`config.mk`:
```
export PLATFORM = sky130hd
export DESIGN_NAME = lock_arbiter
export DESIGN_NICKNAME = d
export VERILOG_FILES = /design/src/rtl/lock_arbiter.sv
export SDC_FILE = /design/constraint.sdc
export NUM_CORES = 1
export LEC_CHECK = 0
export BUFFER_PORTS_ARGS = -buffer_cell sky130_fd_sc_hd__buf_4
export CAP_MARGIN = 25
export CORE_AREA = 2 2 114 116
export CTS_CLUSTER_SIZE = 40
export DETAILED_ROUTE_END_ITERATION = 6
export DIE_AREA = 0 0 116 118
export GPL_ROUTABILITY_DRIVEN = 0
export GPL_TIMING_DRIVEN = 0
export PLACE_DENSITY = 0.48
export SYNTH_ARGS = -nofsm -noshare
export SYNTH_HDL_FRONTEND = slang
export SYNTH_SLANG_ARGS = --single-unit
```
`constraint.sdc`:
```
create_clock -name clk -period 5.2 [get_ports clk]
set_clock_uncertainty 0.2 [all_clocks]
set_input_delay 0 -clock clk [delete_from_list [all_inputs] [get_ports clk]]
set_output_delay 0 -clock clk [all_outputs]
set_load 0.02 [all_outputs]
```
`src/rtl/lock_arbiter.sv`:
```
// rtl/lock_arbiter.sv - N-client accelerator lock with sticky round-robin requests, owner handoff and status register
//
// Optional inactivity watchdog: define LOCK_TIMEOUT_EN to force-release an owner
// that has not selected the bus for TIMEOUT_CYCLES cycles.
module lock_arbiter #(
    parameter int unsigned N_CLIENTS      = 2,
    parameter logic [31:0] LOCK_ADDR      = 32'd84,
    parameter logic [31:0] STATUS_ADDR    = 32'd88,
    parameter int unsigned TIMEOUT_CYCLES = 1024
) (
    input  logic        clk,
    input  logic        rst_n,
    input  logic [31:0] addr_in         [0:N_CLIENTS-1],
    input  logic        wr_en_in        [0:N_CLIENTS-1],
    input  logic        select_in       [0:N_CLIENTS-1],
    input  logic [31:0] data_in         [0:N_CLIENTS-1],
    input  logic [31:0] data_from_accel,
    output logic [31:0] data_to_accel,
    output logic [31:0] addr_o,
    output logic        wr_en_o,
    output logic        accel_select_o,
    output logic [31:0] data_out        [0:N_CLIENTS-1]
);

    // Owner value N_CLIENTS encodes "nobody holds the lock".
    localparam logic [31:0] FREE_ID  = 32'(N_CLIENTS);
    localparam logic [0:0]  ST_FREE  = 1'b0;
    localparam logic [0:0]  ST_OWNED = 1'b1;

    // Elaboration-time guard on the legal parameter space.
    if (N_CLIENTS < 1 || N_CLIENTS > 31 || TIMEOUT_CYCLES < 2) begin : g_bad_params
        $error("lock_arbiter: N_CLIENTS must be 1..31 and TIMEOUT_CYCLES >= 2");
    end

    logic [31:0]          r_owner;
    logic [31:0]          r_rr_ptr;
    logic [N_CLIENTS-1:0] r_pending;

    logic [0:0]           w_state;
    logic [N_CLIENTS-1:0] w_owner_oh;
    logic [N_CLIENTS-1:0] w_req;
    logic [N_CLIENTS-1:0] w_cancel;
    logic [N_CLIENTS-1:0] w_cand;
    logic [N_CLIENTS-1:0] w_winner_oh;
    logic [N_CLIENTS-1:0] w_pending_next;
    logic                 w_owner_sel;
    logic                 w_owner_wr;
    logic [31:0]          w_owner_addr;
    logic [31:0]          w_owner_data;
    logic                 w_owner_cancel;
    logic                 w_force;
    logic                 w_release;
    logic                 w_have_winner;
    logic                 w_grant;
    logic [31:0]          w_winner;
    logic                 w_to_flag;

    assign w_state = (r_owner == FREE_ID) ? ST_FREE : ST_OWNED;

    // Decode lock-register writes per client and build the owner one-hot
    always_comb begin
        w_req      = '0;
        w_cancel   = '0;
        w_owner_oh = '0;
        for (int i = 0; i < N_CLIENTS; i++) begin
            if (select_in[i] && wr_en_in[i] && (addr_in[i] == LOCK_ADDR)) begin
                w_req[i]    = (data_in[i] == 32'd1);
                w_cancel[i] = (data_in[i] == 32'd0);
            end
            w_owner_oh[i] = (r_owner == 32'(i));
        end
    end

    // Pick out the owner's bus signals; everything reads zero while FREE
    always_comb begin
        w_owner_sel  = 1'b0;
        w_owner_wr   = 1'b0;
        w_owner_addr = '0;
        w_owner_data = '0;
        for (int i = 0; i < N_CLIENTS; i++) begin
            if (w_owner_oh[i]) begin
                w_owner_sel  = select_in[i];
                w_owner_wr   = wr_en_in[i];
                w_owner_addr = addr_in[i];
                w_owner_data = data_in[i];
            end
        end
    end

    // A request from the owner is meaningless; a cancel removes the client this very cycle.
    assign w_owner_cancel = |(w_owner_oh & w_cancel);
    assign w_cand         = (r_pending | w_req) & ~w_cancel & ~w_owner_oh;
    assign w_release      = (w_state == ST_OWNED) && (w_owner_cancel || w_force);

    // Round-robin search: lowest candidate above rr_ptr, else lowest at or below it
    always_comb begin
        logic        found_hi;
        logic        found_lo;
        logic [31:0] win_hi;
        logic [31:0] win_lo;
        found_hi    = 1'b0;
        found_lo    = 1'b0;
        win_hi      = '0;
        win_lo      = '0;
        w_winner_oh = '0;
        for (int j = 0; j < N_CLIENTS; j++) begin
            if (w_cand[j]) begin
                if (32'(j) > r_rr_ptr) begin
                    if (!found_hi) begin
                        found_hi = 1'b1;
                        win_hi   = 32'(j);
                    end
                end else if (!found_lo) begin
                    found_lo = 1'b1;
                    win_lo   = 32'(j);
                end
            end
        end
        w_have_winner = found_hi | found_lo;
        w_winner      = found_hi ? win_hi : win_lo;
        for (int j = 0; j < N_CLIENTS; j++) begin
            w_winner_oh[j] = w_have_winner && (w_winner == 32'(j));
        end
    end

    // Grant decision: FREE grants any candidate, OWNED only hands off on release
    always_comb begin
        w_grant = 1'b0;
        case (w_state)
            ST_FREE:  w_grant = w_have_winner;
            ST_OWNED: w_grant = w_have_winner && w_release;
            default:  w_grant = 1'b0;
        endcase
    end

    assign w_pending_next = w_cand & ~(w_grant ? w_winner_oh : '0);

    // Ownership, round-robin pointer and sticky request state
    always_ff @(posedge clk) begin
        if (!rst_n) begin
            r_owner   <= FREE_ID;
            r_rr_ptr  <= FREE_ID - 32'd1;
            r_pending <= '0;
        end else begin
            r_pending <= w_pending_next;
            if (w_grant) begin
                r_owner  <= w_winner;
                r_rr_ptr <= w_winner;
            end else if (w_release) begin
                r_owner  <= FREE_ID;
            end
        end
    end

`ifdef LOCK_TIMEOUT_EN
    localparam int unsigned      CNT_W    = $clog2(TIMEOUT_CYCLES);
    localparam logic [CNT_W-1:0] CNT_LAST = CNT_W'(TIMEOUT_CYCLES - 1);

    logic [CNT_W-1:0] r_count;
    logic             r_to_flag;
    logic             w_status_rd;

    // Any client doing a plain read of the status register clears the timeout flag
    always_comb begin
        w_status_rd = 1'b0;
        for (int i = 0; i < N_CLIENTS; i++) begin
            if (select_in[i] && !wr_en_in[i] && (addr_in[i] == STATUS_ADDR)) begin
                w_status_rd = 1'b1;
            end
        end
    end

    assign w_force   = (w_state == ST_OWNED) && !w_owner_sel && (r_count == CNT_LAST);
    assign w_to_flag = r_to_flag;

    // Owner inactivity counter (saturating) and sticky timeout flag; a new timeout beats a read-clear
    always_ff @(posedge clk) begin
        if (!rst_n) begin
            r_count   <= '0;
            r_to_flag <= 1'b0;
        end else begin
            if (w_grant || w_release || w_owner_sel || (w_state == ST_FREE)) begin
                r_count <= '0;
            end else if (r_count != CNT_LAST) begin
                r_count <= r_count + 1'b1;
            end
            if (w_force) begin
                r_to_flag <= 1'b1;
            end else if (w_status_rd) begin
                r_to_flag <= 1'b0;
            end
        end
    end
`else
    assign w_force   = 1'b0;
    assign w_to_flag = 1'b0;
`endif

    // Accelerator-side mux follows the owner with no added latency
    assign addr_o         = w_owner_addr;
    assign wr_en_o        = w_owner_wr;
    assign accel_select_o = w_owner_sel;
    assign data_to_accel  = w_owner_wr ? w_owner_data : 32'd0;

    // Per-client read data: lock register, status register, or the accelerator for the owner
    always_comb begin
        for (int i = 0; i < N_CLIENTS; i++) begin
            data_out[i] = '0;
            if (addr_in[i] == LOCK_ADDR) begin
                data_out[i] = r_owner;
            end else if (addr_in[i] == STATUS_ADDR) begin
                data_out[i] = {w_to_flag, 31'(r_pending)};
            end else if (w_owner_oh[i]) begin
                data_out[i] = data_from_accel;
            end
        end
    end

endmodule

```
---- After elaboration in Yosys (flattened, before gate mapping) ----
Cells that the tools add are included.
word-level totals
  bits in registers ....................... 66
  memory bits (writable) .................. 0
  input bits .............................. 166
  logic and storage cells ................. 76
  bits in read-only memories .............. 0
  output and inout port bits .............. 130
  memories kept ........................... 0
  latch bits .............................. 0
operators by class
  $mul .................................... 0
  add/sub/neg operators ................... 0
  order comparisons ....................... 2
  multiplexer cells ....................... 39
  shifts and indexed selects .............. 0
  divide/modulo/power cells ............... 0
  reduce and logical (&&, ||, !) cells .... 14
  equal/unequal tests ..................... 9
  bitwise logic cells ..................... 9
operators by type and width
  cell                   count
  $mux W32               14
  $eq A32 B1 Y1 const B  4
  $eq A32 B7 Y1 const B  4
  $logic_not A32 Y1      4
  $gt A1 B32 Y1 const A  2
  $eq A32 B2 Y1 const B  1
  $mux W1                23
  $and A2 B2 Y2          4
  $logic_and A1 B1 Y1    8
  $not A2 Y2             3
  $mux W2                1
  $or A2 B2 Y2           1
  $pmux W1 S2            1
  $reduce_bool A2 Y1     1
  $reduce_or A2 Y1       1
  $or A1 B1 Y1           1

---- Longest topological paths before layout ----
Gate-level depths: netlist (run 1).
  word-level depth ........................ 16
  gate-level depth with buffers ........... 7
  gate-level depth less buffers ........... 7

---- Least setup slack after synthesis (run 1) ----
No wires, ideal clock.
  path type ............................... input to register
  start ................................... input addr_in[27] (netlist name)
  end ..................................... register r_rr_ptr[0]
  arrival ................................. 1.805 ns
  path buffers ............................ 0
  slack ................................... 3.073 ns
  cell stages on the path ................. 7
  data required time ...................... 4.878 ns
  library setup time ...................... 0.122 ns
  path through ............................ nor4_2 > and4_4 > nand3_4 > or4_4 > or2_0 > o21a_1 > o32a_1
between the ends
  word-level cells in the longest chain between the ends .. 10
  elaborated cells on any way between the ends .. 19
  classes of those cells .................. eq/ne (1); mux (8); bitwise (6); reduce/logical (4)
ends and longest elaborated chain
  element                                     RTL line  source
  from (decl)                                 13        input logic [31:0] addr_in [0:N_CLIENTS-1],
  $eq A32 B7 Y1 (*)                           66        if (select_in[i] && wr_en_in[i] && (addr_in[i] == LOCK_ADDR)) begin
  $logic_and A1 B1 Y1 (*)                     66
  $mux W1                                     66
  $or A2 B2 Y2 or $not A2 Y2 (tied branches)  92        assign w_cand = (r_pending | w_req) & ~w_cancel & ~w_owner_oh;
  $and A2 B2 Y2 (2 in series)                 92
  $mux W1                                     107       if (w_cand[j]) begin
  $or A1 B1 Y1                                119       w_have_winner = found_hi | found_lo;
  $logic_and A1 B1 Y1                         131       ST_OWNED: w_grant = w_have_winner && w_release;
  $pmux W1 S2                                 129       case (w_state)
  to (signal assigned)                        142       r_rr_ptr <= FREE_ID - 32'd1;
  to (signal assigned)                        148       r_rr_ptr <= w_winner;
  to (decl)                                   36        logic [31:0] r_rr_ptr;
Mark *: on every way between the ends. The rest lies on a longest branch, timed or not.
A chain may end at the register's enable or synchronous reset.

---- Final worst setup path (run 1) ----
  start ................................... register r_owner[0]
  end ..................................... output addr_o[13]
between the ends
  word-level cells in the longest chain between the ends .. 3
  elaborated cells on any way between the ends .. 4
  classes of those cells .................. eq/ne (1); mux (2); reduce/logical (1)
ends and longest elaborated chain
  element                 RTL line  source
  from (decl)             35        logic [31:0] r_owner;
  from (signal assigned)  147       r_owner <= w_winner;
  $logic_not A32 Y1       70        w_owner_oh[i] = (r_owner == 32'(i));
  $mux W32                81        if (w_owner_oh[i]) begin
  $mux W32 (*)            81
  to (decl)               19        output logic [31:0] addr_o,
Marks and branches as above.

==> results.cfg, run 1 <==
[clocking]
ctsResizeCount = 0
cts_tree = done
clk_latency_ps = 220
ctsHoldBuffers = 1
clock_path_buffers = 2
cts.clk_slew.worst_paths_ps = 30
cts_root_buf = clkbuf_16
post_cts_buffers = 0
htreeDepth = 1
tritoncts.num_buffers = 3
numClockSinks = 5

[synthesis]
syn_inst = 338
yosys_register_bits = 5
post_synth_num_cell_types = 43
netlist_area_um2 = 2240
ys_warn_count = 0
ys_seq_area_frac = 0.0446
syn_avg_cell_area_um2 = 6.64
synth_nets = 504

[worst_setup_path]
critPathMostFrequentCell = clkbuf_1
cp_max_fo = 10
setup.worst_path.end_class = output pin
critPathTopFamily = buffers and inverters
critical_path_class = flop to output pin
cp-start-kind = flop
worst_ep_required_time_ps = 5000
critical_path_cell_count = 6
path_buf_inv = 4
ff2ff_setup_slack_ps = 3100
cp.arrival_ps = 2730
r2r_cells = 5
cpPeakStageDelay_ps = 660
path_cells = clkbuf_1 -> buf_1 -> clkbuf_1 -> mux2i_1 -> nor2_1 -> buf_4
cp_slowest_cell = clkbuf_1

[timing]
rsz0062_at_grt = no
setup_viol = 0
hold_violations = 0
worst_pin_slew_ps = 797
fmax_mhz = 341
min_period_ps = 2930
relSlewSlack = 0.468
finalCritPeriodShare = 0.564
finalMaxSlewViolations = 0
fin_setup_tns_ps = 0

[power_and_ir_drop]
p_int_uw = 237
p_seq_frac = 0.122
pwr-share-comb = 0.488
swShare = 0.252
p_sw_uw = 79.9
p_clk_frac = 0.391
ir_drop_uv = 75.5
power_density_nw_per_um2 = 66.6
power_leakage_nw = 2.19

[route]
wl_per_cell_um = 16.5
drc = 0
drt_iter0_drc = 132
via_count = 3677
wl_met2_um = 6860
first_pass_iters = 4
ant_nets = 0
wl_met3_um = 1290
drt-total-wl_um = 13300
top_layer = met4
m1WireLength_um = 5030
viasPerCell = 4.54

[final_layout]
diodes = 0
fillerInstances = 1320
fin_cells = 810
final_layout_size_suffix_gt1_frac = 0.486
areaGrowthSynthToFinish_pct = 112
nets = 805

[floorplan]
die-width_um = 116
num_io_pins = 296
die_area_um2 = 13700
die_h_um = 118
fp.coreArea_um2 = 12400
start_util = 0.181
rows = 41

[placed_design]
dp.cells = 805
io_buffers = 295
dpl.hpwl_um = 11800

[worst_hold_path]
min_path_type = input pin to flop
min_path_cells = 4

[run]
drv_cap = 0

[global_route]
grt_pass1_wl_um = 19800
grt_max_degree = 11
grt_use_total = 0.183
globalRouteOverflowTotal = 0
grt_pass1_vias = 3658
antenna_found_initial = 0

[outcome]
status = completed
[path summary, 6_finish.rpt]
check / start / to
min: data_in[0] / r_owner[0]$_SDFFE_PN0P_
max reg2reg: r_owner[0]$_SDFFE_PN0P_ / r_pending[1]$_SDFF_PN0_
min reg2reg: r_rr_ptr[0]$_SDFFE_PN1N_ / r_pending[0]$_SDFF_PN0_
max: r_owner[0]$_SDFFE_PN0P_ / addr_o[13]
[sequential cells by signal, indices dropped and copies added, names as in the netlist]
signal and flops:
r_pending 2, r_rr_ptr 1, r_owner 2
[power groups by stage]
stage	clock network (mW)	logic, mW	registers, mW
2_1_floorplan	0	0.0280	0.0391
3_3_place_gp	0	0.152	0.0391
3_5_place_dp	0	0.154	0.0391
4_1_cts	0.126	0.156	0.0386
5_1_grt	0.128	0.168	0.0386
6_report	0.124	0.155	0.0386
[synth_stat cells]
| library cell | number | area, um2 |
|---|---|---|
| a22o_1 | 1 | 8.76 |
| a32oi_1 | 1 | 8.76 |
| a311o_1 | 1 | 10.0 |
| xor2_1 | 1 | 8.76 |
| nand3_4 | 1 | 17.5 |
| and4_4 | 2 | 22.5 |
| inv_1 | 6 | 22.5 |
| nor4_2 | 1 | 12.5 |
| nand3_1 | 2 | 10.0 |
| nor3_1 | 4 | 20.0 |
| nor3b_1 | 1 | 7.51 |
| o32a_1 | 1 | 10.0 |
| or3_1 | 1 | 6.26 |
| nor4b_1 | 8 | 70.1 |
| o21bai_1 | 1 | 7.51 |
| nor2_1 | 77 | 289 |
| a21oi_1 | 2 | 10.0 |
| a31oi_1 | 2 | 12.5 |
| a41oi_1 | 1 | 8.76 |
| and4b_1 | 1 | 10.0 |
| a2111oi_0 | 1 | 8.76 |
| or2_0 | 1 | 6.26 |
| nor4bb_1 | 1 | 10.0 |
| a21boi_0 | 3 | 22.5 |
| nor4_1 | 24 | 150 |
| nand2b_1 | 3 | 18.8 |
| dfxtp_1 | 5 | 100 |
| a31o_2 | 2 | 17.5 |
| o311ai_0 | 2 | 17.5 |
| nand4_1 | 7 | 43.8 |
| and2_1 | 60 | 375 |
| clkbuf_1 | 17 | 63.8 |
| mux2i_1 | 67 | 671 |
| nand2_1 | 11 | 41.3 |
| and2b_2 | 1 | 8.76 |
| nor4_4 | 1 | 21.3 |
| or2_2 | 2 | 12.5 |
| o22ai_1 | 2 | 12.5 |
| or4_4 | 1 | 11.3 |
| o21a_1 | 1 | 7.51 |
| buf_1 | 6 | 22.5 |
| and2_2 | 1 | 7.51 |
| o21ai_0 | 4 | 20.0 |
[layer usage]
metal / global-route usage / up-vias
met5: 0 / -
met4: 0.0298 / 0
met3: 0.0402 / 10
met2: 0.348 / 202
met1: 0.206 / 1654
li1: - / 1811
[stage by stage]
stage / cell area [um2] / power [mW] / hold slack, ps / setup slack (ps) / util
after floorplan: 2240 / 0.0671 / -95.3 / 3070 / -
after global placement: 4670 / 0.191 / 39.4 / 2450 / 0.376
after detailed placement: 4670 / 0.193 / 37.7 / 2410 / 0.376
after CTS: 4760 / 0.320 / 32.5 / 2190 / 0.384
after global routing: 4760 / 0.335 / 58.4 / 2040 / 0.384
final: 4760 / 0.317 / 28.8 / 2270 / 0.384
[cells in the final DEF, fill, tap and decap left out, drive strengths merged]
cell and count:
a31o 2, o311ai 2, xor2 1, a21boi 3, a41oi 1, nor3 4
nand2b 3, nand3 3, nor3b 1, nand4 7, o21bai 1, and4 2
or2 3, nand2 11, buf 301, or4 1, dlygate4sd3 1, o21a 1
nor4 26, nor2 77, and2b 1, nor4bb 1, a32oi 1, a22o 1
a311o 1, and4b 1, or3 1, o22ai 2, a31oi 2, a21oi 2
dfxtp 5, inv 6, mux2i 67, and2 61, nor4b 8, clkbuf 21
o21ai 4, a2111oi 1, o32a 1
[layout make-up]
class                      count  area, um2  area share
tap                          172        215      0.0452
multi-input combinational    304       2030       0.427
clock buffer                   4       78.8      0.0166
inverter                       6       22.5     0.00473
sequential                     5        100      0.0210
buffer                        23       86.3      0.0181
timing repair buffer         296       2220       0.467
[worst reg2reg max path, cell delays in order (launching register included)]
cell and delay [ps]:
dfxtp_1 290, clkbuf_1 400, nor3b_1 140, a32oi_1 310, o21ai_0 200, a2111oi_0 430
[cells by family after synthesis]
kind of cell,Yosys count,share of synthesized area
buffers and inverters,29,0.0485
DFF,5,0.0446
AOI/OAI and AO/OA,25,0.0814
xor gates and xnor gates,1,0.00390
and+or+nand+nor,211,0.523
muxes,67,0.299
(Power assumes the default switching activity.)
==> run 2: changes to the inputs <==
--- a/config.mk
+++ b/config.mk
@@ -7,13 +7,13 @@
 export LEC_CHECK = 0
 export BUFFER_PORTS_ARGS = -buffer_cell sky130_fd_sc_hd__buf_4
 export CAP_MARGIN = 25
-export CORE_AREA = 2 2 114 116
+export CORE_AREA = 2 2 115 117
 export CTS_CLUSTER_SIZE = 40
 export DETAILED_ROUTE_END_ITERATION = 6
-export DIE_AREA = 0 0 116 118
+export DIE_AREA = 0 0 117 119
 export GPL_ROUTABILITY_DRIVEN = 0
 export GPL_TIMING_DRIVEN = 0
-export PLACE_DENSITY = 0.48
+export PLACE_DENSITY = 0.49
 export SYNTH_ARGS = -nofsm -noshare
 export SYNTH_HDL_FRONTEND = slang
 export SYNTH_SLANG_ARGS = --single-unit
==> constraint.sdc (replaced) <==
create_clock -name clk -period 2.35 [get_ports clk]
set_clock_uncertainty 0.2 [all_clocks]
set_input_delay 0 -clock clk [delete_from_list [all_inputs] [get_ports clk]]
set_output_delay 0 -clock clk [all_outputs]
set_load 0.02 [all_outputs]
==> run 2 against run 1 <==
Effect of this change: clock power increased by 120%; via count decreased by 1.5%; clock-buffer cell count unchanged; sequential share of layout area about the same; global-route usage decreased by 0.95 points; non-clock buffer count decreased by 1; power increased by 120%; routed wire length decreased by 1.1%; largest power group unchanged; utilization decreased by 1.1 points; critical path depth increased by 2.
==> results.cfg, run 2 (synthesis gave the netlist of run 1 again) <==
[timing]
rsz0062_at_grt = no
finalCritPeriodShare = 0.939
hold_slack_ps = 29.5
worst_slack_ps = 144
worst_pin_slew_ps = 686
finalMaxSlewViolations = 0
fin_setup_tns_ps = 0
hold_violations = 0
min_period_ps = 2210
relSlewSlack = 0.543
setup_viol = 0
fmax_mhz = 453

[power_and_ir_drop]
ir_drop_uv = 181
p_clk_frac = 0.389
power_uw = 707
swShare = 0.256
power_leakage_nw = 2.22
p_int_uw = 526
p_seq_frac = 0.121
power_density_nw_per_um2 = 147
p_sw_uw = 181
pwr-share-comb = 0.490

[final_layout]
mostFrequentLayoutCell = buf_4
diodes = 0
nets = 804
areaGrowthSynthToFinish_pct = 114
fin_cells = 813
final_layout_size_suffix_gt1_frac = 0.504
final_cell_mix = buf_4, nor2_1, mux2i_1
largestRegisters = r_owner (2), r_pending (2), r_rr_ptr (1)

[worst_setup_path]
r2r_cells = 4
setup.worst_path.end_class = flop
cp_slowest_cell = or4_4
cp-start-kind = input pin
path_cells = buf_4 -> nor4_4 -> and4_4 -> nand3_4 -> or4_4 -> or2_0 -> o21ai_0 -> a2111oi_0
cp.arrival_ps = 2090
critical_path_class = input pin to flop
worst_ep_required_time_ps = 2230
cpPeakStageDelay_ps = 560
cp_max_fo = 5

[clocking]
cts_tree = done
cts.clk_slew.worst_paths_ps = 30
numClockSinks = 5
cts_root_buf = clkbuf_16
htreeDepth = 1
post_cts_buffers = 0
tritoncts.num_buffers = 3
clock_path_buffers = 2
clk_latency_ps = 220

[floorplan]
fp.coreArea_um2 = 12900
start_util = 0.174
rows = 42
die_h_um = 119
die-width_um = 117
num_io_pins = 296
die_area_um2 = 13900

[global_route]
globalRouteOverflowTotal = 0
grt_use_total = 0.173
grt_max_degree = 11
grt_pass1_vias = 3683
antenna_found_initial = 0
grt_pass1_wl_um = 18900

[route]
viasPerCell = 4.45
first_pass_iters = 4
drc = 0
drt_iter0_drc = 100
wl_per_cell_um = 16.2
ant_nets = 0
drt-total-wl_um = 13200
via_count = 3621

[run]
drv_cap = 0

[placed_design]
dp.cells = 809
io_buffers = 295
post-place-ws_ps = -510
dpl.hpwl_um = 11700

[worst_hold_path]
min_path_cells = 5
min_path_type = input pin to flop

[outcome]
status = completed
[run 2: cell types whose count changed in the layout (fill, tap and decap cells not counted), sizes merged]
cell	delta
buf	-1
[run 2: power groups by stage]
stage / clock (mW) / sequential [mW] / combinational [mW]
final: 0.275 / 0.0854 / 0.346
after global routing: 0.286 / 0.0854 / 0.373
after CTS: 0.279 / 0.0854 / 0.345
after detailed placement: 0 / 0.0866 / 0.342
after global placement: 0 / 0.0866 / 0.337
after floorplan: 0 / 0.0866 / 0.0619
[run 2: worst paths after layout]
path	start	to	slack, ps
worst max-delay path	addr_in[27]	r_pending[1]$_SDFF_PN0_	140
worst min-delay path	data_in[32]	r_pending[0]$_SDFF_PN0_	30
worst max register to register	r_owner[0]$_SDFFE_PN0P_	r_pending[1]$_SDFF_PN0_	510
worst min register to register	r_rr_ptr[0]$_SDFFE_PN1N_	r_pending[0]$_SDFF_PN0_	350
[run 2: cell type report]
type,instances,area (um2)
buffer,22,100
clock buffer,4,78.8
fill,1421,8070
inverter,6,22.5
multi-input combinational,304,2050
sequential,5,101
tap,176,220
timing repair buffer,296,2220
[run 2: layer usage]
| metal | vias to the layer above | part of all wire | global-route usage |
|---|---|---|---|
| met1 | 1607 | 0.38 | 0.190 |
| li1 | 1809 | - | - |
| met2 | 197 | 0.52 | 0.339 |
| met3 | 8 | 0.087 | 0.0305 |
| met4 | 0 | 0.012 | 0.0338 |
| met5 | - | 0 | 0 |
[run 2: per-stage QoR]
step / util / area [um2]
2_1_floorplan: - / 2240
3_3_place_gp: 0.363 / 4680
3_5_place_dp: 0.363 / 4680
4_1_cts: 0.371 / 4770
5_1_grt: 0.373 / 4800
6_report: 0.373 / 4800
[run 2: what timing repair did]
action / in CTS / in global routing
endpoints found under the setup margin: 93 / 40
gates resized for setup: 8 / 12
hold buffers: 1 / 0
endpoints found under the hold margin: 5 / 0
pin swaps: 0 / 0
gates cloned: 0 / 0
[run 2: critical path: cells and delay by family]
kind,cells,cell delay [ps]
simple gates,5,1520
compound gates,2,430
buf+inv,1,120
==> run 3: changes to the inputs <==
--- a/config.mk
+++ b/config.mk
@@ -14,6 +14,7 @@
 export GPL_ROUTABILITY_DRIVEN = 0
 export GPL_TIMING_DRIVEN = 0
 export PLACE_DENSITY = 0.49
+export SETUP_SLACK_MARGIN = 0.4
 export SYNTH_ARGS = -nofsm -noshare
 export SYNTH_HDL_FRONTEND = slang
 export SYNTH_SLANG_ARGS = --single-unit
==> run 3 against run 2 <==
Effect of this change: worst hold slack got worse by 22 ps; die area is the same; flip-flop and latch count is the same; final area rose by 7.2%; utilization up 2.7 points; sequential share of layout area is 0.14 points lower; worst setup slack better by 210 ps; via count grew 3.2%; clock-buffer cell count fell by 1; maximum frequency increased by 10%.
==> results.cfg, run 3 (synthesis gave the netlist of run 1 again) <==
[outcome]
status = completed

[final_layout]
fillerInstances = 1396
final_layout_size_suffix_gt1_frac = 0.576
regArea_um2 = 101
fin_cells = 817
largestRegisters = r_owner (2), r_pending (2), r_rr_ptr (1)
final_cell_mix = buf_4, mux2i_1, nor2_1
mostFrequentLayoutCell = buf_4
areaGrowthSynthToFinish_pct = 130
multiInputGateArea_um2 = 2250
diodes = 0
nets = 808

[route]
via_count = 3738
drt-total-wl_um = 13700
drt_iter0_drc = 127
drc = 0
viasPerCell = 4.58
ant_nets = 0
wl_per_cell_um = 16.7
first_pass_iters = 4

[timing]
rsz0062_at_grt = yes
worst_pin_slew_ps = 430
finalCritPeriodShare = 0.851
finalMaxSlewViolations = 0
worst_slack_ps = 351
min_period_ps = 2000
relSlewSlack = 0.713
setup_viol = 0
fmax_mhz = 500
hold_slack_ps = 7.42
fin_setup_tns_ps = 0
hold_violations = 0

[worst_hold_path]
min_path_type = input pin to flop

[global_route]
grt_pass1_wl_um = 19500
antenna_found_initial = 0
globalRouteOverflowTotal = 0
grt_pass1_vias = 3760
grt_use_total = 0.177
grt_max_degree = 11

[worst_setup_path]
cp.arrival_ps = 1900
ff2ff_setup_slack_ps = 560
cp_max_fo = 3
cp-start-kind = input pin
reg2reg_to = r_pending[1]$_SDFF_PN0_
r2r_cells = 5
crit_path_start = addr_in[25]
r2r_start = r_owner[0]$_SDFFE_PN0P_
endpoint = r_rr_ptr[0]$_SDFFE_PN1N_
worst_ep_required_time_ps = 2250
setup.worst_path.end_class = flop
critical_path_class = input pin to flop

[power_and_ir_drop]
power_leakage_nw = 2.35
power_density_nw_per_um2 = 144
p_sw_uw = 207
ir_drop_uv = 179
p_seq_frac = 0.115
swShare = 0.279
pwr-share-comb = 0.504
p_clk_frac = 0.381
p_int_uw = 534

[clocking]
numClockSinks = 5
cts_root_buf = clkbuf_16
cts.clk_slew.worst_paths_ps = 40
htreeDepth = 1
tritoncts.num_buffers = 3
clock_path_buffers = 2
cts_tree = done
clk_latency_ps = 230

[placed_design]
io_buffers = 295
post-place-ws_ps = -141
dpl.hpwl_um = 11600
dp.cells = 809

[floorplan]
num_io_pins = 296
start_util = 0.174
die_area_um2 = 13900
die_h_um = 119
fp.coreArea_um2 = 12900
rows = 42
die-width_um = 117

[run]
drv_cap = 0
## run 3: cell types whose count changed in the layout (fill, tap and decap cells not counted), moves of 4 or more
cell	previous run	this run
nor2_4	0	5
nor4_2	1	7
nor2_2	0	9
nor4_1	23	15
clkbuf_1	12	1
buf_6	0	10
nor2_1	77	63
clkbuf_8	0	4
## run 3: power groups by stage
stage | Combinational, mW | Sequential (mW) | Clock [mW]
after floorplan | 0.0623 | 0.0866 | 0
after global placement | 0.339 | 0.0866 | 0
after detailed placement | 0.345 | 0.0866 | 0
after CTS | 0.362 | 0.0853 | 0.284
after global routing | 0.401 | 0.0852 | 0.295
final | 0.373 | 0.0853 | 0.282
## run 3: timing repair
action                                 CTS  global route
pin swaps                                9             3
resized for setup                       57            49
setup endpoints to repair              134            78
setup buffers                            3             0
hold buffers                             1             0
endpoints found under the hold margin    5             0
## run 3: per-stage QoR
step                power [mW]  utilization  cell area (um2)
floorplan                0.149            -             2260
global placement         0.425        0.364             4690
detailed placement       0.431        0.364             4690
CTS                      0.731        0.388             5000
global route             0.782        0.400             5150
finish                   0.741        0.400             5150
## run 3: how the worst min path moves through the flow
| stage | from | end | slack, ps | cells past startpoint |
|---|---|---|---|---|
| 6_report | data_in[32] | r_pending[0]$_SDFF_PN0_ | 7 | 5 |
| 5_1_grt | addr_in[34] | r_pending[0]$_SDFF_PN0_ | 50 | 5 |
| 4_1_cts | data_in[32] | r_pending[0]$_SDFF_PN0_ | 20 | 5 |
| 3_5_place_dp | rst_n | r_owner[1]$_SDFFE_PN1P_ | 40 | 2 |
| 3_3_place_gp | rst_n | r_owner[1]$_SDFFE_PN1P_ | 40 | 2 |
| 2_1_floorplan | rst_n | r_owner[1]$_SDFFE_PN1P_ | -100 | 1 |
## run 3: cell type report
type | instances | area share
Tap cell | 176 | 0.0428
Timing Repair Buffer | 299 | 0.443
Clock buffer | 3 | 0.0146
Buffer | 23 | 0.0384
Inverter | 6 | 0.00437
Clock inverter | 1 | 0.000972
Sequential cell | 5 | 0.0197
Multi-Input combinational cell | 304 | 0.436
## run 3: critical path: stages
cell	delay, ps
buf_4	130
nor4_2	280
and4_4	280
nand3_4	90
or4_4	440
or2_1	240
o21a_1	170
o32a_1	280
## run 3: per-layer routing
metal | GRT usage | vias up | share of wire
met3 | 0.0351 | 12 | 0.093
li1 | - | 1810 | -
met4 | 0.0316 | 0 | 0.012
met5 | 0 | - | 0
met1 | 0.205 | 1719 | 0.38
met2 | 0.333 | 197 | 0.52
